<file path="src/rtl/irq_ctrl_pkg.sv">
// Shared definitions for the interrupt controller: register map, FSM encoding, chip-select page.
package irq_ctrl_pkg;

  localparam int unsigned VEC_W   = 5;
  localparam int unsigned CS_IRQC = 11;

  localparam logic [2:0] IRQC_PEND   = 3'd0;
  localparam logic [2:0] IRQC_ENABLE = 3'd1;
  localparam logic [2:0] IRQC_MODE   = 3'd2;
  localparam logic [2:0] IRQC_VECTOR = 3'd3;
  localparam logic [2:0] IRQC_EOI    = 3'd4;
  localparam logic [2:0] IRQC_STATUS = 3'd5;

  typedef enum logic [1:0] {
    IRQC_IDLE = 2'd0,
    IRQC_REQ  = 2'd1,
    IRQC_SVC  = 2'd2
  } irqc_state_e;

endpackage

</file>
<file path="src/rtl/irq_ctrl_prio.sv">
// Lowest-index-first priority encoder over 32 request lines.
module prio_enc32 (
  input  logic [31:0] req,
  output logic        valid,
  output logic [4:0]  idx
);

  // Scan from the top so the lowest set index is the last one written.
  always_comb begin
    idx = '0;
    for (int i = 31; i >= 0; i--) begin
      if (req[i]) idx = 5'(i);
    end
    valid = |req;
  end

endmodule

</file>
<file path="src/rtl/irq_ctrl.sv">
// Memory-mapped interrupt controller: latches/masks sources, picks a winner,
// and runs the req/ack/EOI handshake with the CPU.
module irq_ctrl
  import irq_ctrl_pkg::*;
#(
  parameter int unsigned WIDTH = 32,
  parameter int unsigned NIRQ  = 32
) (
  input  logic             clk,
  input  logic             reset,
  input  logic             cs,
  input  logic             wen,
  input  logic [2:0]       addr,
  input  logic [WIDTH-1:0] din,
  output logic [WIDTH-1:0] dout,
  input  logic [NIRQ-1:0]  irq_in,
  output logic             irq_req,
  output logic [4:0]       irq_vec,
  input  logic             irq_ack
);

  logic [NIRQ-1:0] in_q, prev_q;
  logic [NIRQ-1:0] pend_q, pend_d;
  logic [NIRQ-1:0] enable_q, enable_d;
  logic [NIRQ-1:0] mode_q, mode_d;
  irqc_state_e     state_q, state_d;
  logic            irq_req_q, irq_req_d;
  // irq_vec_q only updates in REQ, so it holds the in-service index through SERVICE.
  logic [VEC_W-1:0] irq_vec_q, irq_vec_d;

  logic             win_valid;
  logic [VEC_W-1:0] win_idx;
  logic             wr;
  logic             eoi_wr;
  logic             ack_take;
  logic [NIRQ-1:0]  rise, w1c, ack_clr, edge_pend;

  assign wr     = cs & wen;
  assign eoi_wr = wr && (addr == IRQC_EOI);

  prio_enc32 u_prio (
    .req   (32'(pend_q & enable_q)),
    .valid (win_valid),
    .idx   (win_idx)
  );

  // Config writes and pending update; a new edge beats W1C and ack-clear.
  always_comb begin
    enable_d = enable_q;
    mode_d   = mode_q;
    w1c      = '0;
    if (wr && addr == IRQC_ENABLE) enable_d = din[NIRQ-1:0];
    if (wr && addr == IRQC_MODE)   mode_d   = din[NIRQ-1:0];
    if (wr && addr == IRQC_PEND)   w1c      = din[NIRQ-1:0];
    ack_clr   = ack_take ? (NIRQ'(1) << irq_vec_q) : '0;
    rise      = in_q & ~prev_q;
    edge_pend = (pend_q & ~(w1c | ack_clr)) | rise;
    pend_d    = (mode_q & edge_pend) | (~mode_q & in_q);
  end

  // Handshake FSM next state and registered outputs.
  always_comb begin
    state_d   = state_q;
    irq_vec_d = irq_vec_q;
    ack_take  = 1'b0;
    case (state_q)
      IRQC_IDLE: if (win_valid) state_d = IRQC_REQ;
      IRQC_REQ: begin
        if (irq_ack) begin
          ack_take = 1'b1;
          state_d  = IRQC_SVC;
        end else if (!win_valid) begin
          state_d = IRQC_IDLE;
        end
      end
      IRQC_SVC:  if (eoi_wr) state_d = IRQC_IDLE;
      default:   state_d = IRQC_IDLE;
    endcase
    if (state_d == IRQC_REQ) irq_vec_d = win_idx;
    irq_req_d = (state_d == IRQC_REQ);
  end

  // State and register flops.
  always_ff @(posedge clk or negedge reset) begin
    if (!reset) begin
      in_q      <= '0;
      prev_q    <= '0;
      pend_q    <= '0;
      enable_q  <= '0;
      mode_q    <= '0;
      state_q   <= IRQC_IDLE;
      irq_req_q <= 1'b0;
      irq_vec_q <= '0;
    end else begin
      in_q      <= irq_in;
      prev_q    <= in_q;
      pend_q    <= pend_d;
      enable_q  <= enable_d;
      mode_q    <= mode_d;
      state_q   <= state_d;
      irq_req_q <= irq_req_d;
      irq_vec_q <= irq_vec_d;
    end
  end

  assign irq_req = irq_req_q;
  assign irq_vec = irq_vec_q;

  // Combinational read mux.
  always_comb begin
    dout = '0;
    case (addr)
      IRQC_PEND:   dout = WIDTH'(pend_q);
      IRQC_ENABLE: dout = WIDTH'(enable_q);
      IRQC_MODE:   dout = WIDTH'(mode_q);
      IRQC_VECTOR: dout = WIDTH'({win_valid, 26'd0, win_idx});
      IRQC_STATUS: dout = WIDTH'({29'd0, 2'(state_q), irq_req_q});
      default:     dout = '0;
    endcase
  end

endmodule
</file>
<file path="config.mk">
export PLATFORM = sky130hd
export DESIGN_NAME = irq_ctrl
export DESIGN_NICKNAME = d
export VERILOG_FILES = /design/src/rtl/irq_ctrl_pkg.sv /design/src/rtl/irq_ctrl_prio.sv /design/src/rtl/irq_ctrl.sv
export SDC_FILE = /design/constraint.sdc
export NUM_CORES = 1
export LEC_CHECK = 0
export ABC_AREA = 1
export BUFFER_PORTS_ARGS = -buffer_cell sky130_fd_sc_hd__buf_4
export CAP_MARGIN = 20
export CORE_MARGIN = 4
export CORE_UTILIZATION = 61
export DETAILED_ROUTE_END_ITERATION = 12
export PLACE_DENSITY = 0.85
export REMOVE_ABC_BUFFERS = 1
export SYNTH_ARGS = -nofsm -noshare
export SYNTH_HDL_FRONTEND = slang
export SYNTH_SLANG_ARGS = --single-unit
</file>
<file path="constraint.sdc">
create_clock -name clk -period 2.9 [get_ports clk]
set_input_delay 0.145 -clock clk [delete_from_list [all_inputs] [get_ports clk]]
set_output_delay 0.145 -clock clk [all_outputs]
set_load 0.005 [all_outputs]
</file>
==> impl_metrics.json, run 1 <==
{
  "post-route-worst-setup-slack_ps": -0.509,
  "r2r_slack_ps": 610,
  "layout-area-overhead-vs-synth_pct": 28.3,
  "fmax_mhz": 345,
  "htree_num_levels": 4,
  "ys_warn_count": 0,
  "avgSynthCellArea_um2": 8.70,
  "synth_top_area_share_pct": 58.4,
  "wl_met3_mm": 1.65,
  "core_area_um2": 11500,
  "firstDrtPassIters": 5,
  "crit_top_cell": "nand2_1",
  "dpl.hpwl_mm": 12.3,
  "clock_skew_ps": 7.58,
  "dieArea_um2": 13600,
  "rows": 39,
  "synth.cell_area_um2": 7200,
  "synthCells": 827,
  "io_buffers": 109,
  "met1_length_mm": 7.78,
  "grt.overflow.total": 0,
  "crit_path_top_delay_cell": "dfrtp_1",
  "die_w_um": 117,
  "final_nets": 1051,
  "max_slew_margin_pct": 43.1,
  "antenna_left": 0,
  "cts-root-buf": "clkbuf_16",
  "grt_max_degree": 86,
  "critical-path-max-stage-delay_ps": 390,
  "synth_area_leaders": "dfrtp_1 (58%), nand2_1 (15%), o21ai_1 (5.2%)",
  "yosysSeqAreaShare_pct": 58.4,
  "top_layer": "met4",
  "worstPathArrival_ps": 2760,
  "grt_pass1_vias": 6442,
  "yosys.area.top_type": "dfrtp_1",
  "clk_pin_slew_worst_paths_ps": 60,
  "wl_per_cell_um": 17.3,
  "violations": "setup timing",
  "initial_core_util_pct": 62.8,
  "finalSetupViolCount": 1,
  "clockBufferDepth": 2,
  "crit_type": "reg -> out",
  "grt_use_total_pct": 30.4,
  "drc_errors": 0,
  "synth_seq_cells": 168,
  "async_flop_share_pct": 100,
  "ir_worst_vdd_mv": 1.10,
  "synth_ff_type": "dfrtp_1",
  "p_leak_nw": 4.54,
  "period_share_pct": 100,
  "status": "finished with violations",
  "die-height_um": 117,
  "holdWs_ps": 5.00,
  "design_area_um2": 9230,
  "antenna_cells": 0,
  "dpl.cell_count": 1058,
  "place_area_um2": 8190,
  "via_count": 6488,
  "min_period_ps": 2900,
  "drv_cap": 0,
  "initialDrtViolationCount": 640,
  "hold_viol": 0,
  "avgViaCountPerCell": 5.72,
  "yosysUniqueCellTypes": 26,
  "critPathMaxFanout": 3,
  "place_congestion": 0.912,
  "cp-start-kind": "flop",
  "drive_gt1_share_pct": 18.1,
  "power_density_nw_per_um2": 725,
  "clock_latency_ps": 430,
  "cts.sinks": 168,
  "grt_pass1_wl_mm": 31.6,
  "cts_tree": "yes",
  "antenna_found_initial": 0,
  "synth_edf_count": 0,
  "crit_required_ps": 2760,
  "report.final.slew_viol_count": 0,
  "cts_buffers": 17,
  "critPathCaptureType": "output port",
  "io_pins": 110,
  "worst_pin_slew_ps": 851,
  "instances_no_fill": 1135,
  "drt-total-wl_mm": 19.7,
  "met2RoutedLength_mm": 9.47,
  "worst_hold_path_type": "in -> reg",
  "rsz0062_at_grt": "true",
  "yosys-top-cells-count": "nand2_1 (292), dfrtp_1 (168), o21ai_1 (75)",
  "synth.most_common_cell": "nand2_1"
}
==> power breakdown <==
group          switching [mW]  total [mW]  leakage (nW)  internal [mW]
logic                   0.844        1.42          2.24          0.577
registers               0.360        3.05          2.03           2.69
clock network           0.917        2.22         0.274           1.31
==> sequential cells by signal, summed over array words and instances (netlist names) <==
| signal | count |
|---|---|
| state_q | 2 |
| pend_q | 32 |
| enable_q | 32 |
| irq_req | 1 |
| prev_q | 32 |
| mode_q | 32 |
| in_q | 32 |
| irq_vec | 5 |
==> layer usage <==
| metal | up-vias | global-route usage, % |
|---|---|---|
| met2 | 342 | 49.3 |
| met3 | 73 | 8.65 |
| li1 | 3011 | - |
| met5 | - | 0 |
| met1 | 3062 | 38.8 |
| met4 | 0 | 12.8 |
==> path summary, 6_finish.rpt <==
check                                      endpoint  cells after the start                 start
max                                         dout[0]                     35  pend_q[31]$_DFF_PN0_
min                        enable_q[24]$_DFFE_PN0P_                      3               din[24]
max reg2reg                  irq_vec[0]$_DFFE_PN0P_                     34  pend_q[31]$_DFF_PN0_
min reg2reg                    prev_q[20]$_DFF_PN0_                      0    in_q[20]$_DFF_PN0_
max in group asynchronous  enable_q[10]$_DFFE_PN0P_                      3                 reset
min in group asynchronous    mode_q[14]$_DFFE_PN0P_                      2                 reset
==> final cells by class <==
| type | count | area (µm²) |
|---|---|---|
| clock buffer | 20 | 457 |
| clock inverter | 12 | 126 |
| fill | 693 | 2230 |
| inverter | 70 | 263 |
| multi-input combinational | 559 | 2640 |
| sequential | 168 | 4200 |
| tap | 143 | 179 |
| timing repair buffer | 163 | 1370 |
==> critical path, delay by kind of cell, from the launching register on <==
kind | cells | cell delay, ps
flip-flops | 1 | 390
AND/OR/NAND/NOR | 33 | 1730
buffers and inverters | 2 | 170
==> stage by stage <==
step                      power (mW)  worst slack, ps  util [%]  TNS (ps)
after CTS                       6.66             14.5      80.3         0
after floorplan                 3.81              105         -         0
after global placement          4.34              567      71.4         0
after global routing            7.04             -320      80.5      -320
final                           6.70           -0.509      80.5    -0.509
after detailed placement        4.39              499      71.4         0
==> what timing repair did <==
| action | CTS | global route |
|---|---|---|
| setup buffers | 0 | 1 |
| setup endpoints to repair | 0 | 1 |
| hold buffers | 44 | 0 |
| resized for setup | 0 | 4 |
| endpoints found under the hold margin | 126 | 0 |
==> cell families (layout without fill, tap and decap cells) <==
family | count (synthesis) | count (layout) | share of synthesized area (%)
buffers and inverters | 100 | 265 | 5.22
and+or+nand+nor | 396 | 396 | 22.8
AOI/OAI and AO/OA | 163 | 163 | 13.6
DFF | 168 | 168 | 58.4
==> placed cells by master, fill, tap and decap left out, types with 4 or more instances in the layout <==
cell type | Yosys | final
buf_4 | 0 | 115
clkbuf_16 | 0 | 17
clkinv_2 | 0 | 4
clkinvlp_4 | 0 | 5
dfrtp_1 | 168 | 168
dlygate4sd3_1 | 0 | 44
inv_1 | 59 | 59
inv_2 | 11 | 11
nand2_1 | 292 | 288
nand2_2 | 2 | 6
nand2_4 | 9 | 9
nand3_1 | 10 | 9
nand4_1 | 20 | 20
nor2_1 | 58 | 58
o211ai_1 | 29 | 29
o21ai_0 | 23 | 23
o21ai_1 | 75 | 75
o31ai_1 | 26 | 26
No activity file was read; power rests on OpenSTA's default activity.
==> run 2: changes to the inputs <==
==> constraint.sdc (replaced) <==
create_clock -name clk -period 2.9 [get_ports clk]
set_input_delay 0.58 -clock clk [delete_from_list [all_inputs] [get_ports clk]]
set_output_delay 0.58 -clock clk [all_outputs]
set_load 0.005 [all_outputs]
==> run 2 against run 1 <==
Against the previous run:
- sequential share of layout area is 1.6 points higher
- the flow still finishes with violations (setup timing)
- sequential cell count stayed put
- critical path depth shrank 1
==> impl_metrics.json, run 2 (synthesis results as in run 1) <==
{
  "cp-start-kind": "flop",
  "dpl.hpwl_mm": 12.5,
  "fmax_mhz": 299,
  "place_congestion": 0.900,
  "cts-root-buf": "clkbuf_16",
  "htree_num_levels": 4,
  "crit_type": "reg -> out",
  "antenna_found_initial": 0,
  "worst_pin_slew_ps": 727,
  "crit_required_ps": 2320,
  "initialDrtViolationCount": 623,
  "worst_hold_path_type": "in -> async",
  "ir_worst_vdd_mv": 0.609,
  "critPathCaptureType": "output port",
  "drt-total-wl_mm": 18.4,
  "io_pins": 110,
  "critical-path-max-stage-delay_ps": 400,
  "status": "finished with violations",
  "dpl.cell_count": 1062,
  "grt_use_total_pct": 28.8,
  "rows": 39,
  "grt.overflow.total": 0,
  "initial_core_util_pct": 62.8,
  "p_leak_nw": 4.44,
  "place_ws_ps": 35.0,
  "core_area_um2": 11500,
  "firstDrtPassIters": 6,
  "avgViaCountPerCell": 5.70,
  "r2r_slack_ps": 590,
  "antenna_cells": 0,
  "wl_per_cell_um": 16.7,
  "die_w_um": 117,
  "instances_no_fill": 1100,
  "post-route-worst-setup-slack_ps": -445,
  "clock_latency_ps": 430,
  "power_density_nw_per_um2": 764,
  "grt_max_degree": 70,
  "drv_cap": 0,
  "clk_pin_slew_worst_paths_ps": 60,
  "crit_path_top_delay_cell": "dfrtp_1",
  "finalSetupViolCount": 2,
  "final_cell_mix": "nand2_1 (287), dfrtp_1 (168), buf_4 (123)",
  "drive_gt1_share_pct": 19.9,
  "max_slew_margin_pct": 51.4,
  "nFillCells": 777,
  "layout-area-overhead-vs-synth_pct": 23.9,
  "cts.sinks": 168,
  "worstPathArrival_ps": 2760,
  "io_buffers": 109,
  "via_count": 6270,
  "hold_viol": 0,
  "crit_top_cell": "nand2_1",
  "critPathMaxFanout": 3,
  "final_common_cell": "nand2_1",
  "clockBufferDepth": 2,
  "report.final.slew_viol_count": 0,
  "grt_pass1_wl_mm": 29.9,
  "antenna_left": 0,
  "grt_pass1_vias": 6051,
  "tns_ps": -513,
  "cts_buffers": 17,
  "clock_skew_ps": 6.00,
  "dieArea_um2": 13600,
  "violations": "setup timing",
  "rsz0062_at_grt": "true",
  "drc_errors": 0,
  "min_period_ps": 3340,
  "period_share_pct": 115,
  "ctsHoldBuffers": 0,
  "cts_tree": "yes",
  "die-height_um": 117,
  "final_nets": 1016
}
-- run 2: cell count changes in the layout (fill, tap and decap cells not counted) --
| cell | change |
|---|---|
| nand2_2 | +1 |
| nand3_1 | +1 |
| nand2_1 | -1 |
| buf_4 | +8 |
| nand3_2 | -1 |
| bufinv_16 | +2 |
| clkbuf_1 | -1 |
| clkinv_2 | +1 |
| buf_12 | +1 |
| dlygate4sd3_1 | -44 |
| clkinvlp_4 | -2 |
-- run 2: what timing repair did --
action | 4_1_cts | 5_1_grt
endpoints found under the hold margin | 0 | 0
pin swaps | 0 | 4
resized for setup | 0 | 4
endpoints found under the setup margin | 1 | 2
buffers inserted | 1 | 5
gates cloned | 0 | 0
-- run 2: per-stage QoR --
step	util, %	area [µm²]	total power, mW	hold slack [ps]
floorplan	-	7080	3.81	284
global placement	71.8	8230	4.34	360
detailed placement	71.8	8230	4.39	363
CTS	77.3	8870	6.78	170
global route	77.8	8920	7.15	193
finish	77.8	8920	6.81	145
-- run 2: worst max-delay path, delay by kind of cell, from the launching register on --
family                 cells  cell delay (ps)
DFF                        1              400
and+or+nand+nor           33             1810
buffers and inverters      1              100
-- run 2: path summary, 6_finish.rpt --
kind / start / to / cells past startpoint
setup / recovery: enable_q[30]$_DFFE_PN0P_ / dout[0] / 34
hold / removal: reset / mode_q[24]$_DFFE_PN0P_ / 1
setup reg to reg: pend_q[31]$_DFF_PN0_ / irq_vec[0]$_DFFE_PN0P_ / 34
hold reg to reg: in_q[28]$_DFF_PN0_ / prev_q[28]$_DFF_PN0_ / 0
max in group asynchronous: reset / enable_q[28]$_DFFE_PN0P_ / 2
min in group clk: irq_in[31] / in_q[31]$_DFF_PN0_ / 1
-- run 2: area by class of cell --
type,count,area (µm²),area share (%)
Timing Repair Buffer,128,1010,11.3
Clock buffer,19,453,5.08
Tap cell,143,179,2.01
Inverter,70,263,2.95
Sequential cell,168,4200,47.1
Multi-Input combinational cell,559,2640,29.6
Clock inverter,13,176,1.98
-- run 2: per-layer routing --
layer	global-route usage, %	part of all wire (%)
met3	7.25	9.4
met5	0	0
met2	44.9	48
met1	39.4	40
met4	10.7	2.1
-- run 2: power by group --
part           leakage, nW  switching [mW]  internal (mW)  total [mW]
Combinational         2.10           0.823          0.557        1.38
Sequential            2.03           0.353           2.69        3.05
Clock                0.305           0.910           1.48        2.39
Total                 4.44            2.09           4.73        6.81
==> run 3: changes to the inputs <==
--- a/config.mk
+++ b/config.mk
@@ -13,6 +13,7 @@
 export DETAILED_ROUTE_END_ITERATION = 12
 export PLACE_DENSITY = 0.85
 export REMOVE_ABC_BUFFERS = 1
+export SKIP_CTS_REPAIR_TIMING = 1
 export SYNTH_ARGS = -nofsm -noshare
 export SYNTH_HDL_FRONTEND = slang
 export SYNTH_SLANG_ARGS = --single-unit
==> run 3 against run 2 <==
Against the previous run:
- the flow still finishes with violations (setup timing)
- critical path type unchanged
- hold slack better by 1.6 ps
- fmax about the same
- critical path depth up 1
- highest routed layer unchanged
- final cell count unchanged
- sequential power about the same
- sequential share of layout area unchanged
- sequential cell count unchanged
- clock power about the same
- total power about the same
- combinational power about the same
- first-iteration DRC count up 2.1%
==> impl_metrics.json, run 3 (synthesis results as in run 1) <==
{
  "cp-endpoint": "dout[0]",
  "clock_skew_ps": 6.79,
  "fmax_mhz": 299,
  "r2r-start": "enable_q[31]$_DFFE_PN0P_",
  "wl_met3_mm": 1.55,
  "finalSetupViolCount": 2,
  "total_power_mw": 6.82,
  "dpl.hpwl_mm": 12.5,
  "min_period_ps": 3340,
  "dieArea_um2": 13600,
  "met2RoutedLength_mm": 8.91,
  "period_share_pct": 115,
  "startpoint": "enable_q[31]$_DFFE_PN0P_",
  "multi_input_area_um2": 2640,
  "io_pins": 110,
  "avgViaCountPerCell": 5.68,
  "switching_share_pct": 30.7,
  "antenna_cells": 0,
  "firstDrtPassIters": 5,
  "drc_errors": 0,
  "report.final.slew_viol_count": 0,
  "grt_pass1_wl_mm": 29.8,
  "antenna_found_initial": 0,
  "rsz0062_at_grt": "true",
  "violations": "setup timing",
  "critPathMaxFanout": 3,
  "p_leak_nw": 4.44,
  "ir_worst_vdd_mv": 0.608,
  "reg2reg_to": "irq_vec[0]$_DFFE_PN0P_",
  "critPathCaptureType": "output port",
  "antenna_left": 0,
  "holdWs_ps": 146,
  "core_area_um2": 11500,
  "worst_hold_path_type": "in -> async",
  "met1_length_mm": 7.61,
  "nFillCells": 776,
  "register_area_um2": 4200,
  "place_congestion": 0.900,
  "final_common_cell": "nand2_1",
  "layout-area-overhead-vs-synth_pct": 23.9,
  "io_buffers": 109,
  "combPwrFrac_pct": 20.2,
  "initial_core_util_pct": 62.8,
  "max_slew_margin_pct": 53.3,
  "grt_use_total_pct": 28.7,
  "pwr-share-seq_pct": 44.7,
  "rows": 39,
  "htree_num_levels": 4,
  "wl_per_cell_um": 16.8,
  "drive_gt1_share_pct": 19.9,
  "cts_buffers": 17,
  "cts_tree": "yes",
  "cts-root-buf": "clkbuf_16",
  "intPower_mw": 4.73,
  "crit_required_ps": 2320,
  "final_nets": 1016,
  "final_cell_mix": "nand2_1 (287), dfrtp_1 (168), buf_4 (123)",
  "worstPathArrival_ps": 2760,
  "hold_viol": 0,
  "status": "finished with violations",
  "critical-path-max-stage-delay_ps": 400,
  "clk_pin_slew_worst_paths_ps": 60,
  "grt_max_degree": 70,
  "drv_cap": 0,
  "pwr-share-clk_pct": 35.0,
  "initialDrtViolationCount": 636,
  "worst_pin_slew_ps": 699,
  "clock_latency_ps": 430,
  "post-route-worst-setup-slack_ps": -441,
  "cts.sinks": 168,
  "die-height_um": 117,
  "cp-start-kind": "flop",
  "die_w_um": 117,
  "power_density_nw_per_um2": 765,
  "grt.overflow.total": 0,
  "r2r_slack_ps": 590,
  "crit_type": "reg -> out",
  "top_layer": "met4",
  "drt-total-wl_mm": 18.5,
  "switching_power_mw": 2.09,
  "crit_top_cell": "nand2_1",
  "crit_path_top_delay_cell": "dfrtp_1",
  "reg2reg_depth": 34,
  "clockBufferDepth": 2,
  "via_count": 6250,
  "grt_pass1_vias": 6018,
  "place_ws_ps": 35.0
}
run 3: cell counts in the layout (fill, tap and decap cells not counted):
Identical to the previous run, type by type.
run 3: metal layers:
metal	track usage, %	vias up
li1	-	2942
met1	39.5	2980
met2	44.7	286
met3	7.15	42
met4	10.6	0
met5	0	-
run 3: power groups by stage:
stage,logic [mW],registers (mW),clock network [mW]
final,1.38,3.05,2.39
after global routing,1.55,3.09,2.51
after CTS,1.34,3.04,2.40
after detailed placement,1.32,3.07,0
after global placement,1.29,3.05,0
after floorplan,0.811,3.00,0
run 3: per-stage QoR:
stage          util [%]  instance area [µm²]  setup TNS (ps)  instances
2_1_floorplan         -                 7080          -10570        797
3_3_place_gp       71.8                 8230               0       1062
3_5_place_dp       71.8                 8230               0       1062
4_1_cts            77.3                 8860            -440       1094
5_1_grt            77.8                 8920           -1200       1100
6_report           77.8                 8920            -512       1100
run 3: critical path: cells and delay by family, from the launching register on:
kind / cells / cell delay, ps
DFF: 1 / 400
buffers and inverters: 2 / 170
and+or+nand+nor: 33 / 1770
run 3: area by class of cell:
type / count / share of cell area [%]
Clock buffer: 19 / 5.08
Clock inverter: 13 / 1.98
Inverter: 70 / 2.95
Multi-Input combinational cell: 559 / 29.6
Sequential cell: 168 / 47.1
Tap cell: 143 / 2.01
Timing Repair Buffer: 128 / 11.3
run 3: how the worst min path moves through the flow:
stage / startpoint / to / slack, ps / cells past startpoint
final: reset / mode_q[24]$_DFFE_PN0P_ / 150 / 1
after global routing: reset / mode_q[14]$_DFFE_PN0P_ / 190 / 1
after CTS: reset / mode_q[15]$_DFFE_PN0P_ / 170 / 1
after detailed placement: in_q[2]$_DFF_PN0_ / prev_q[2]$_DFF_PN0_ / 360 / 0
after global placement: in_q[11]$_DFF_PN0_ / prev_q[11]$_DFF_PN0_ / 360 / 0
after floorplan: reset / enable_q[0]$_DFFE_PN0P_ / 280 / 0
